[src/rtl/controlador_mux_ula_if.sv]
// Bundle between the requesters/ALU mux and the round-robin mux controller.
// master = requester/mux side, slave = controller side.
interface controlador_mux_ula_if;
    logic [3:0]  req;
    logic [11:0] op;
    logic [2:0]  sel;
    logic [3:0]  mux_y;
    logic [3:0]  resultado;
    logic [3:0]  gnt;
    logic [3:0]  done;
    logic        busy;

    modport master (
        output req, op, mux_y,
        input  sel, resultado, gnt, done, busy
    );

    modport slave (
        input  req, op, mux_y,
        output sel, resultado, gnt, done, busy
    );
endinterface

[src/rtl/controlador_mux_ula.sv]
// Round-robin owner of a shared 4-bit 8:1 ALU result mux.
// Grants one requester, holds its op as select, captures Y after settling.
module controlador_mux_ula #(
    parameter int SETTLE_CYCLES = 1
) (
    input logic                  clk,
    input logic                  rst,
    controlador_mux_ula_if.slave bus
);
    typedef enum logic [1:0] {
        OCIOSO,
        SELECIONA,
        CONCLUI
    } estado_t;

    localparam logic [3:0] CARGA = 4'(SETTLE_CYCLES - 1);

    estado_t    estado, estado_n;
    logic [3:0] cont, cont_n;
    logic [1:0] ultimo, ultimo_n;
    logic [2:0] sel, sel_n;
    logic [3:0] resultado, resultado_n;
    logic [3:0] gnt, gnt_n;
    logic [3:0] done, done_n;
    logic [1:0] vencedor;
    logic [1:0] idx;
    logic       achou;
    logic [2:0] op_v;

    // Winner: first requester after the last one served, wrapping
    always_comb begin
        vencedor = ultimo;
        achou    = 1'b0;
        idx      = 2'd0;
        for (int k = 1; k <= 4; k++) begin
            idx = ultimo + 2'(k);
            if (!achou && bus.req[idx]) begin
                achou    = 1'b1;
                vencedor = idx;
            end
        end
    end

    // Op code of the winning requester
    always_comb begin
        op_v = 3'd0;
        unique case (vencedor)
            2'd0:    op_v = bus.op[2:0];
            2'd1:    op_v = bus.op[5:3];
            2'd2:    op_v = bus.op[8:6];
            2'd3:    op_v = bus.op[11:9];
            default: op_v = 3'd0;
        endcase
    end

    // Next state and next register values
    always_comb begin
        estado_n    = estado;
        cont_n      = cont;
        ultimo_n    = ultimo;
        sel_n       = sel;
        resultado_n = resultado;
        gnt_n       = gnt;
        done_n      = done;
        unique case (estado)
            OCIOSO: begin
                if (achou) begin
                    gnt_n    = 4'b0001 << vencedor;
                    sel_n    = op_v;
                    cont_n   = CARGA;
                    ultimo_n = vencedor;
                    estado_n = SELECIONA;
                end
            end
            SELECIONA: begin
                if (cont != 4'd0) begin
                    cont_n = cont - 4'd1;
                end else begin
                    resultado_n = bus.mux_y;
                    done_n      = gnt;
                    gnt_n       = 4'b0000;
                    estado_n    = CONCLUI;
                end
            end
            CONCLUI: begin
                done_n   = 4'b0000;
                estado_n = OCIOSO;
            end
            default: begin
                gnt_n    = 4'b0000;
                done_n   = 4'b0000;
                estado_n = OCIOSO;
            end
        endcase
    end

    // State and output registers; reset drops any in-flight operation
    always_ff @(posedge clk or posedge rst) begin
        if (rst) begin
            estado    <= OCIOSO;
            cont      <= 4'd0;
            ultimo    <= 2'd3;
            sel       <= 3'd0;
            resultado <= 4'd0;
            gnt       <= 4'd0;
            done      <= 4'd0;
        end else begin
            estado    <= estado_n;
            cont      <= cont_n;
            ultimo    <= ultimo_n;
            sel       <= sel_n;
            resultado <= resultado_n;
            gnt       <= gnt_n;
            done      <= done_n;
        end
    end

    assign bus.sel       = sel;
    assign bus.resultado = resultado;
    assign bus.gnt       = gnt;
    assign bus.done      = done;
    assign bus.busy      = (estado != OCIOSO);
endmodule

[src/flat_wrapper.sv]
// flat-port wrapper written by rule: the top's interface ports become plain ports
module controlador_mux_ula_flat 
#(
    parameter int SETTLE_CYCLES = 1
)
  (clk, rst, bus_req, bus_op, bus_mux_y, bus_sel, bus_resultado, bus_gnt, bus_done, bus_busy);
  controlador_mux_ula_if bus_i ();
  input logic clk;
  input logic rst;
  input wire logic [$bits(bus_i.req)-1:0] bus_req;
  input wire logic [$bits(bus_i.op)-1:0] bus_op;
  input wire logic [$bits(bus_i.mux_y)-1:0] bus_mux_y;
  output wire logic [$bits(bus_i.sel)-1:0] bus_sel;
  output wire logic [$bits(bus_i.resultado)-1:0] bus_resultado;
  output wire logic [$bits(bus_i.gnt)-1:0] bus_gnt;
  output wire logic [$bits(bus_i.done)-1:0] bus_done;
  output wire logic [$bits(bus_i.busy)-1:0] bus_busy;
  assign bus_i.req = bus_req;
  assign bus_i.op = bus_op;
  assign bus_i.mux_y = bus_mux_y;
  assign bus_sel = bus_i.sel;
  assign bus_resultado = bus_i.resultado;
  assign bus_gnt = bus_i.gnt;
  assign bus_done = bus_i.done;
  assign bus_busy = bus_i.busy;
  controlador_mux_ula #(.SETTLE_CYCLES(SETTLE_CYCLES)) u_core (.clk(clk), .rst(rst), .bus(bus_i));
endmodule
[config.mk]
export PLATFORM = sky130hd
export DESIGN_NAME = controlador_mux_ula_flat
export DESIGN_NICKNAME = d
export VERILOG_FILES = /design/src/rtl/controlador_mux_ula_if.sv /design/src/rtl/controlador_mux_ula.sv /design/src/flat_wrapper.sv
export SDC_FILE = /design/constraint.sdc
export NUM_CORES = 1
export LEC_CHECK = 0
export ABC_AREA = 1
export BUFFER_PORTS_ARGS = -buffer_cell sky130_fd_sc_hd__buf_2
export CAP_MARGIN = 20
export CORE_MARGIN = 4
export CORE_UTILIZATION = 45
export DETAILED_ROUTE_END_ITERATION = 8
export PLACE_DENSITY_LB_ADDON = 0.3
export SLEW_MARGIN = 20
export SYNTH_ARGS = -nofsm -noshare
export SYNTH_HDL_FRONTEND = slang
export SYNTH_SLANG_ARGS = --single-unit
[constraint.sdc]
create_clock -name clk -period 3.9 [get_ports clk]
set_clock_uncertainty 0.05 [all_clocks]
set_input_delay 0.39 -clock clk [delete_from_list [all_inputs] [get_ports clk]]
set_output_delay 0.39 -clock clk [all_outputs]
set_load 0.02 [all_outputs]
==> metrics.md <==
| Metric | Value |
|---|---|
| Final WL | `roughly 2900 um` |
| Register bit count reported by yosys | `23` |
| Post-Syn Area | `0.00145 mm2` |
| Register area share after synthesis | `0.399` |
| Minimum clock period | `around 2200 ps` |
| Crit. End Element | `flip-flop` |
| Maximum clock insertion buffer count | `2` |
| Worst Path Required | `4050 ps` |
| Status | `finished clean` |
| Commonest non-fill, non-tap cell in the layout | `nand2_1` |
| P_leak | `0.919 nW` |
| Final worst slack | `1710 ps` |
| Reg-to-reg setup timing slack | `approximately 1700 ps` |
| Most frequent cells in the layout | `51 x nand2_1, 37 x buf_2, 21 x dfrtp_1, 20 x inv_1, 16 x nand3_1` |
| CTS sink cnt | `23` |
| Ant diodes | `0` |
| Die width | `~65 um` |
| Achievable Freq | `457 MHz` |
| Die Y | `approximately 65 um` |
| Yosys top cell by area | `dfrtp_1` |
| Detailed Place HPWL | `2350 um` |
| Final hold violations | `0` |
| IO Count | `38` |
| WL/cell | `10.8 um` |
| Yosys top cell area share | `0.363` |
| CORE AREA | `0.00308 mm2` |
| Syn Nets | `210` |
| Effective utilization at floorplan | `0.470` |
| Die area | `0.00419 mm2` |
| VDD IR max | `0.400 mV` |
| GRT overflow | `0` |
| CP Class | `reg -> reg` |
| Vias/cell | `4.71` |
| CTS buffer count | `3` |
| GRT Total Usage | `0.148` |
| Clk slew on worst S/H paths | `120 ps` |
| Post-CTS Hold Buffers | `0` |
| Synth area leaders | `dfrtp_1 36%, nand2_1 13%, nand3_1 5.5%` |
| Met1 wire length | `1330 um` |
| CTS Root Cell | `clkbuf_4` |
| Antenna violations before repair | `0` |
| Worst hold path class | `in -> async` |
| Final TNS setup | `0 ps` |
| DRC errors left | `0` |
| Final setup fails | `0` |
| CTS tree | `yes` |
| IO buf count | `37` |
| Avg Cell Area, Syn | `between 7 and 8 um2` |
| Vias | `1262` |
| Count of maximum capacitance violations | `0` |
| Cell Pwr Density | `994 mW/mm2` |
| Fin. max-slew vios | `0` |
| Max Used Layer | `met4` |
| RSZ-0062 raised after global routing | `no` |
| Slew @ Worst Pin | `815 ps` |
| Dpl ws | `1700 ps` |
| Slew HR | `0.456` |
| CP Data Arrival Time | `2340 ps` |
| Htree depth | `1` |
| Crit-path max FO | `13` |
| NumNets Final | `249` |
| Number of synthesized flops with an enable pin | `0` |
| Share of layout cells above drive strength 1 | `0.326` |
| Post-synth ARST share | `1.00` |
| Drt pass-1 iters | `4` |
| Post-CTS setup buffer count | `0` |
| CP startpoint kind | `flip-flop` |
| Final period util | `0.562` |
| Synthesis Warnings | `0` |
| Post-Syn Instances | `186` |
| Post-synth top flop | `dfrtp_1` |
| First-pass GRT wire length | `5020 um` |
| Largest net degree at the start of global routing | `24` |
| Met2 Wirelength | `1410 um` |
| Vias in the first global route | `1193` |
| Met3 routed WL | `122 um` |
| Placer congestion estimate | `0.858` |
| Clock Latency Late Sink | `300 ps` |
| ANT nets after route | `0` |
| Row cnt | `20` |
| Area growth syn-to-layout | `16.3%` |
| Cell variety after synth | `27` |
| # resized after CTS | `0` |
| Initial DRC count | `94` |
==> flip-flops by register name, indices dropped and copies added, names as in the netlist <==
register              count
u_core.bus.done           4
u_core.ultimo             2
u_core.bus.resultado      4
u_core.cont               4
u_core.bus.gnt            4
u_core.estado             2
u_core.bus.sel            3
==> cell type report <==
type / instances / area (um2)
fill: 310 / 1390
inverter: 26 / 100
tap: 44 / 55.1
clock buffer: 4 / 26.3
sequential: 23 / 578
multi-input combinational: 134 / 739
timing repair buffer: 37 / 185
==> synthesized netlist by cell type, types with 2 or more instances <==
master,count
nand2_1,51
nand3_1,16
buf_6,2
a21oi_1,3
inv_2,5
nor2_1,14
ha_1,2
dfrtp_1,21
nand2_4,7
inv_1,20
o22ai_2,2
o21ai_0,11
nand3_2,7
nand2_2,7
dfstp_2,2
o21ai_1,5
==> stage by stage <==
stage	power [W]	cells	utilization	hold slack (ps)	instance area [um2]
3_3_place_gp	0.00158	264	0.539	404	1660
2_1_floorplan	0.00137	186	-	340	1450
4_1_cts	0.00170	268	0.547	208	1680
5_1_grt	0.00186	268	0.547	226	1680
3_5_place_dp	0.00159	264	0.539	407	1660
6_report	0.00167	268	0.547	169	1680
==> kinds of logic (layout without fill, tap and decap cells) <==
| kind of cell | count (synthesis) | after routing | synth area share |
|---|---|---|---|
| AOI/OAI and AO/OA | 23 | 23 | 0.0925 |
| xor gates and xnor gates | 2 | 2 | 0.0121 |
| adders and majority gates | 2 | 2 | 0.0173 |
| buffers and inverters | 29 | 67 | 0.0899 |
| DFF | 23 | 23 | 0.399 |
| and+or+nand+nor | 107 | 107 | 0.389 |
==> per-layer routing <==
metal  vias to the layer above  global-route usage
met1                       564               0.192
met2                        25               0.257
li1                        669                   -
met5                         -                   0
met3                         4              0.0173
met4                         0              0.0475
==> worst max-delay path, stage by stage, from the launching register on <==
cell and delay (ps):
dfstp_2 680, inv_2 130, nand2_2 90, nand2_2 70
nand2_2 90, nand2_4 70, nor2_4 110, nand4_1 110
nand2_1 330, o21ai_1 190, nand2_1 90, o21ai_0 70
==> power by group <==
group	leakage (nW)	switching (W)	internal (W)	total (W)
Combinational	0.612	0.000769	0.000377	0.00115
Sequential	0.292	0.0000709	0.000351	0.000422
Clock	0.0150	0.0000671	0.0000399	0.000107
==> worst paths after layout <==
check | startpoint | to | cells after the start
setup / recovery | u_core.ultimo[0] | u_core.cont[1] | 11
hold / removal | rst | u_core.bus.done[3] | 2
setup reg to reg | u_core.ultimo[0] | u_core.cont[1] | 11
hold reg to reg | u_core.bus.resultado[2] | u_core.bus.resultado[2] | 2
max in group asynchronous | rst | u_core.cont[1] | 2
min in group clk | bus_mux_y[3] | u_core.bus.resultado[3] | 3
No activity file was read; power rests on OpenSTA's default activity.
